--- src/rtl/nn_result_tx.sv ---
// Result transmitter: captures a vector of signed 8-bit class scores and sends it
// over UART 8N1 as HEADER, scores, argmax index and an XOR checksum.
module nn_result_tx #(
    parameter int          CLKS_PER_BIT = 868,
    parameter int          NUM_OUT      = 10,
    parameter logic [7:0]  HEADER       = 8'hA5
) (
    input  logic                   clk,
    input  logic                   rst_n,
    input  logic                   res_valid,
    output logic                   res_ready,
    input  logic [NUM_OUT*8-1:0]   res_data,
    output logic                   tx,
    output logic                   busy,
    output logic                   frame_done
);

    localparam int             CW        = $clog2(CLKS_PER_BIT);
    localparam logic [CW-1:0]  CNT_MAX   = CW'(CLKS_PER_BIT - 1);
    localparam logic [8:0]     NUM_OUT_9 = 9'(NUM_OUT);
    localparam logic [8:0]     LAST_BYTE = 9'(NUM_OUT + 2);
    localparam logic [8:0]     ARGMAX_BYTE = 9'(NUM_OUT + 1);

    typedef enum logic [2:0] {
        S_IDLE  = 3'd0,
        S_START = 3'd1,
        S_DATA  = 3'd2,
        S_STOP  = 3'd3,
        S_DONE  = 3'd4
    } state_t;

    state_t                 state_q, state_d;
    logic [CW-1:0]          cnt_q, cnt_d;
    logic [2:0]             bit_idx_q, bit_idx_d;
    logic [8:0]             byte_idx_q, byte_idx_d;
    logic [NUM_OUT*8-1:0]   data_q, data_d;
    logic [7:0]             max_val_q, max_val_d;
    logic [7:0]             max_idx_q, max_idx_d;
    logic [8:0]             cmp_idx_q, cmp_idx_d;
    logic [7:0]             xor_q, xor_d;

    logic                   capture;
    logic                   bit_done;
    logic [7:0]             cmp_score;
    logic [7:0]             tx_score;
    logic [7:0]             cur_byte;
    logic [7:0]             score [NUM_OUT];

    generate
        for (genvar gi = 0; gi < NUM_OUT; gi++) begin : g_unpack
            assign score[gi] = data_q[8*gi +: 8];
        end
    endgenerate

    assign busy       = (state_q != S_IDLE);
    assign res_ready  = ~busy;
    assign frame_done = (state_q == S_DONE);
    assign capture    = (state_q == S_IDLE) && res_valid;
    assign bit_done   = (cnt_q == CNT_MAX);

    // Score selectors: one for the running argmax, one for the byte being sent.
    always_comb begin
        cmp_score = 8'h00;
        tx_score  = 8'h00;
        for (int k = 0; k < NUM_OUT; k++) begin
            if (cmp_idx_q == 9'(k)) begin
                cmp_score = score[k];
            end
            if (byte_idx_q == 9'(k + 1)) begin
                tx_score = score[k];
            end
        end
    end

    // Argmax and checksum run one score per clock right after capture; both
    // settle long before their bytes are reached because a whole byte time
    // (10*CLKS_PER_BIT cycles) exceeds NUM_OUT.
    always_comb begin
        data_d    = data_q;
        max_val_d = max_val_q;
        max_idx_d = max_idx_q;
        cmp_idx_d = cmp_idx_q;
        xor_d     = xor_q;
        if (capture) begin
            data_d    = res_data;
            max_val_d = res_data[7:0];
            max_idx_d = 8'd0;
            xor_d     = res_data[7:0];
            cmp_idx_d = 9'd1;
        end else if (busy && (cmp_idx_q < NUM_OUT_9)) begin
            if ($signed(cmp_score) > $signed(max_val_q)) begin
                max_val_d = cmp_score;
                max_idx_d = cmp_idx_q[7:0];
            end
            xor_d     = xor_q ^ cmp_score;
            cmp_idx_d = cmp_idx_q + 9'd1;
        end
    end

    always_comb begin
        if (byte_idx_q == 9'd0) begin
            cur_byte = HEADER;
        end else if (byte_idx_q <= NUM_OUT_9) begin
            cur_byte = tx_score;
        end else if (byte_idx_q == ARGMAX_BYTE) begin
            cur_byte = max_idx_q;
        end else begin
            cur_byte = xor_q ^ max_idx_q;
        end
    end

    always_comb begin
        state_d    = state_q;
        cnt_d      = cnt_q;
        bit_idx_d  = bit_idx_q;
        byte_idx_d = byte_idx_q;
        case (state_q)
            S_IDLE: begin
                if (res_valid) begin
                    state_d    = S_START;
                    cnt_d      = '0;
                    bit_idx_d  = 3'd0;
                    byte_idx_d = 9'd0;
                end
            end
            S_START: begin
                if (bit_done) begin
                    cnt_d   = '0;
                    state_d = S_DATA;
                end else begin
                    cnt_d = cnt_q + 1'b1;
                end
            end
            S_DATA: begin
                if (bit_done) begin
                    cnt_d = '0;
                    if (bit_idx_q == 3'd7) begin
                        bit_idx_d = 3'd0;
                        state_d   = S_STOP;
                    end else begin
                        bit_idx_d = bit_idx_q + 3'd1;
                    end
                end else begin
                    cnt_d = cnt_q + 1'b1;
                end
            end
            S_STOP: begin
                if (bit_done) begin
                    cnt_d = '0;
                    if (byte_idx_q < LAST_BYTE) begin
                        byte_idx_d = byte_idx_q + 9'd1;
                        state_d    = S_START;
                    end else begin
                        state_d = S_DONE;
                    end
                end else begin
                    cnt_d = cnt_q + 1'b1;
                end
            end
            S_DONE: begin
                byte_idx_d = 9'd0;
                state_d    = S_IDLE;
            end
            default: begin
                state_d = S_IDLE;
            end
        endcase
    end

    // Line level is decoded straight from state so an async reset idles it at once.
    always_comb begin
        tx = 1'b1;
        case (state_q)
            S_START: tx = 1'b0;
            S_DATA:  tx = cur_byte[bit_idx_q];
            default: tx = 1'b1;
        endcase
    end

    always_ff @(posedge clk or negedge rst_n) begin
        if (!rst_n) begin
            state_q    <= S_IDLE;
            cnt_q      <= '0;
            bit_idx_q  <= 3'd0;
            byte_idx_q <= 9'd0;
            data_q     <= '0;
            max_val_q  <= 8'h00;
            max_idx_q  <= 8'h00;
            cmp_idx_q  <= 9'd0;
            xor_q      <= 8'h00;
        end else begin
            state_q    <= state_d;
            cnt_q      <= cnt_d;
            bit_idx_q  <= bit_idx_d;
            byte_idx_q <= byte_idx_d;
            data_q     <= data_d;
            max_val_q  <= max_val_d;
            max_idx_q  <= max_idx_d;
            cmp_idx_q  <= cmp_idx_d;
            xor_q      <= xor_d;
        end
    end

endmodule

--- config.mk ---
export PLATFORM = sky130hd
export DESIGN_NAME = nn_result_tx
export DESIGN_NICKNAME = d
export VERILOG_FILES = /design/src/rtl/nn_result_tx.sv
export SDC_FILE = /design/constraint.sdc
export NUM_CORES = 1
export LEC_CHECK = 0
export CAP_MARGIN = 10
export CORE_UTILIZATION = 40
export CTS_CLUSTER_DIAMETER = 150
export DETAILED_ROUTE_END_ITERATION = 6
export DONT_BUFFER_PORTS = 1
export HOLD_SLACK_MARGIN = 0.1
export PLACE_DENSITY = 0.56
export SLEW_MARGIN = 30
export SYNTH_ARGS = -nofsm -noshare
export SYNTH_HDL_FRONTEND = slang
export SYNTH_SLANG_ARGS = --single-unit
export TNS_END_PERCENT = 1
--- constraint.sdc ---
create_clock -name clk -period 6.18 [get_ports clk]
set_clock_uncertainty 0.2 [all_clocks]
set_input_delay 1.236 -clock clk [delete_from_list [all_inputs] [get_ports clk]]
set_output_delay 1.236 -clock clk [all_outputs]
set_load 0.03 [all_outputs]
* Word-level counts from Yosys, hierarchy flattened
Index checks and enable logic that the tools add are counted.
Storage, ports and cells: output and inout port bits 4, input port bits 83, word-level logic and storage cells 124, register bits 138
Cells by class: magnitude comparators 5, mux-type cells 54, eq/ne operators 32, add/subtract/negate cells 4, reduce and logical (&&, ||, !) cells 17, bitwise operators 3
Operators with widths (count):
- $mux 8 | 31
- $eq 9x3->1 const B | 8
- $eq 9x4->1 const B | 6
- $mux 9 | 5
- $eq 9x2->1 const B | 4
- $mux 3 | 9
- $pmux 9 s3 | 1
- $mux 10 | 2
- $pmux 10 s2 | 1
- $add 9x1->9 const B | 2
- $eq 9x1->1 const B | 2
- $logic_not 9->1 | 2
- $lt 9x4->1 const B | 2
- $xor 8x8->8 | 2
- $ne 2x2->1 const B | 6
- $pmux 3 s4 | 1
- $add 10x1->10 const B | 1
- $eq 10x10->1 const B | 1
- $le 9x4->1 const B | 1
- $gt 8x8->1 | 1
- $reduce_bool 2->1 | 4
- $eq 3x2->1 const B | 2
- $eq 3x3->1 const B | 2
- $pmux 3 s2 | 1
- other kinds (15) | 18

* Longest topological paths before layout
depth after elaboration 16, depth in mapped cells 19, gate-level depth less buffers 16

* Worst setup path before layout
OpenSTA, ideal clock, no wires.
path type register -> output, start register byte_idx_q[4], end output tx, slack 1.692 ns, arrival 3.052 ns, data required time 4.744 ns, cell stages (with the launch flop) 9, path buffers 1, path through dfrtp_1 > or3_1 > buf_2 > or4_1 > o32ai_1 > o211ai_1 > o2111ai_1 > a221oi_1 > o41ai_1
Between the ends: word-level cells in the longest chain between the ends 16, elaborated cells on any way between the ends 29, those cells by class order compare: 1; eq/ne: 11; mux: 16; reduce/logical: 1
Ends and longest elaborated chain:
- start: declaration | RTL line 35 | logic [8:0] byte_idx_q, byte_idx_d;
- start signal: assignment | RTL line 195 | byte_idx_q <= byte_idx_d;
- $eq 9x1->1 | RTL line 69 | if (byte_idx_q == 9'(k + 1)) begin
- $mux 8 (10 in a row) | RTL line 69
- $mux 8 | RTL line 103 | end else if (byte_idx_q <= NUM_OUT_9) begin
- $mux 8 * | RTL line 101 | if (byte_idx_q == 9'd0) begin
- $bmux 1 s3 * | RTL line 175 | S_DATA: tx = cur_byte[bit_idx_q];
- $mux 1 (not written as such) * | RTL line 175
- $pmux 1 s2 * | RTL line 173 | case (state_q)
- end: declaration | RTL line 13 | output logic tx,
Every way passes the cells marked *; elsewhere a longest branch is shown, timed or not. The select of a mux whose other input is x is not followed.

* Final worst setup path
start register byte_idx_q[1], end output tx
Same word-level chain as after synthesis.

==> results_dict.tcl <==
set metrics [dict create \
    htree_levels 4 \
    syn_nets 1073 \
    drive_above_1_share_pct 6.90 \
    worstSetupPathType "flop to output pin" \
    leakage_nw 4.07 \
    drt_iter0_drc 632 \
    final_common_cell "nand2_1" \
    final-max-slew-violation-count 0 \
    hold_violations 0 \
    tightest_slew_ps 970 \
    io_buffers 0 \
    via_per_inst 5.81 \
    gp_congestion 0.953 \
    first_global_vias 6665 \
    multi_input_area_um2 4210 \
    cp-start-kind "flop" \
    wl_per_cell_um 21.0 \
    reg2reg_slack_ps 1600 \
    setup_viol 0 \
    ys_async_sr_fraction_pct 100 \
    grt_overflow 0 \
    maxSlewHeadroom_pct 34.8 \
    synth_edf_count 0 \
    cts_sinks 138 \
    synth_cell_types 74 \
    critPathBufInv 0 \
    grt_max_degree 139 \
    slowest_stage "or4b_2" \
    nets 1045 \
    hp-class "flop to flop" \
    ys_ff_latch 138 \
    routed_wl_um 25700 \
    area_growth_pct 10.6 \
    ys_seq_area_share_pct 43.1 \
    core_um2 19500 \
    ant_nets 0 \
    cts_resized 0 \
    cts_max_path_buffers 2 \
    antenna_found_initial 0 \
    end_kind "output pin" \
    num_vias 7091 \
    die_area_um2 20600 \
    ios 87 \
    netlist_instances 971 \
    fin_crit_ps 5420 \
    arrival_ps 3990 \
    syn_area_per_cell_um2 8.25 \
    clkTransAtPathRegs_ps 60 \
    diodes 0 \
    rows 51 \
    die_x_um 144 \
    cp_top_family "compound AO/OA/AOI/OAI gates" \
    hold_buffers 0 \
    worst_skew_pair.late_latency_ps 430 \
    cts-root-buf "clkbuf_16" \
    status "completed" \
    r2r_cells 17 \
    crit_required_ps 4740 \
    regArea_um2 3450 \
    tns_ps 0 \
    hold_end "cnt_q[6]$_DFFE_PN0P_" \
    track_usage_pct 26.4 \
    rsz0062_at_grt "no" \
    p_total_mw 4.76 \
    slowest_delay_ps 770 \
    hpwl_um 19200 \
    drv_cap 0 \
    post-cts-setup-buffer-count 0 \
    ir_drop_mv 0.282 \
    r2r_start "cmp_idx_q[0]$_DFFE_PN0P_" \
    r2r-end "max_val_q[2]$_DFFE_PN0P_" \
    fp.dieH_um 144 \
    yosys_warnings 0 \
    drcViolationCount 0 \
    max_freq_mhz 184 \
    cts_tree "built" \
    mostFrequentLayoutCells "nand2_1, dfrtp_1, nor2_1" \
    min_period_over_period_pct 87.8 \
    cts_buffers 17 \
    netlist_area_um2 8010 \
    crit_path_max_fanout 23 \
    start_util_pct 41.0 \
    hp-start "cnt_q[6]$_DFFE_PN0P_" \
    fill_cells 2017 \
    drtPass1Iterations 5 \
    path_cells "ha_1, or4b_2, nor2_1, a221oi_1, o41ai_1, a32oi_1, o41ai_2" \
    p_per_area_nw_per_um2 537 \
    grt_pass1_wl_um 40000 \
    min_path_cells 1 \
    dominantRegCellSynth "dfrtp_1" \
]
metrics by stage:
stage	std cells	setup slack, ps	cell area [um2]	hold slack, ps	util [%]
finish	1221	757	8860	289	45.4
detailed placement	1189	1230	8210	276	42.0
CTS	1221	766	8860	289	45.4
floorplan	971	1690	8010	244	-
global placement	1189	1310	8210	279	42.0
global route	1221	499	8860	280	45.4
power breakdown:
group	switching, mW	internal [mW]
clock	0.416	0.732
sequential	0.479	1.25
combinational	1.09	0.787
cells in the mapped netlist (4+ instances only):
library cell,count,area (um2)
nand3_1,22,110
buf_2,5,25.0
a211oi_1,5,37.5
clkbuf_1,44,165
o22ai_1,10,62.6
nand3b_1,6,45.0
and4_1,4,35.0
buf_1,5,18.8
a31oi_1,16,100
xnor2_1,9,78.8
nand2_1,277,1040
and2_1,13,81.3
a211o_1,4,35.0
a21boi_0,4,30.0
o21ai_0,51,255
mux2i_1,5,50.1
a21oi_1,34,170
or3_1,11,68.8
inv_1,40,150
and3_1,10,62.6
ha_1,19,238
nor3_1,13,65.1
nor2_1,57,214
nand4_1,8,50.1
a22o_1,4,35.0
o211ai_1,6,45.0
nor2b_1,7,43.8
nand2b_1,7,43.8
a22oi_1,10,75.1
o21a_1,5,37.5
mux2_2,10,113
a221oi_1,26,228
o31ai_1,10,75.1
xor2_1,6,52.6
dfrtp_1,138,3450
state kept, by name, indices dropped and copies added (netlist names):
signal,flops
byte_idx_q,9
cmp_idx_q,9
data_q,80
xor_q,8
cnt_q,10
state_q,3
bit_idx_q,3
max_val_q,8
max_idx_q,8
logic make-up (layout without fill, tap and decap cells):
logic type	after synthesis	count (layout)	synth area share [%]
AND/OR/NAND/NOR	463	463	26.4
AO/OA/AOI/OAI	225	225	19.2
flip-flops	138	138	43.1
buffers and inverters	96	81	4.62
adder cells (fa/ha/maj)	19	19	2.97
XOR/XNOR	15	15	1.64
multiplexers	15	15	2.03
per-layer routing:
metal / GRT usage [%] / part of all wire, % / routed length, um / up-vias
met5: 0 / 0 / 0 / -
met4: 8.01 / 1.6 / 415 / 0
met3: 5.00 / 5.9 / 1510 / 28
met2: 40.1 / 45 / 11600 / 239
met1: 37.9 / 47 / 12100 / 3457
li1: - / - / - / 3367
cell type report:
class                      count  share of cell area, %
clock inverter                13                   2.43
inverter                      41                   1.74
multi-input combinational    737                   47.5
tap                          265                   3.74
clock buffer                  19                   5.00
sequential                   138                   39.0
timing repair buffer           8                  0.677
how the worst max path moves through the flow:
| stage | end | cells past startpoint | slack [ps] | start |
|---|---|---|---|---|
| 5_1_grt | tx | 7 | 500 | byte_idx_q[2]$_DFFE_PN0P_ |
| 3_3_place_gp | tx | 7 | 1310 | byte_idx_q[1]$_DFFE_PN0P_ |
| 6_report | tx | 7 | 760 | byte_idx_q[1]$_DFFE_PN0P_ |
| 4_1_cts | tx | 7 | 770 | byte_idx_q[1]$_DFFE_PN0P_ |
| 3_5_place_dp | tx | 7 | 1230 | byte_idx_q[1]$_DFFE_PN0P_ |
| 2_1_floorplan | tx | 8 | 1690 | byte_idx_q[4]$_DFFE_PN0P_ |
(Power assumes the default switching activity.)
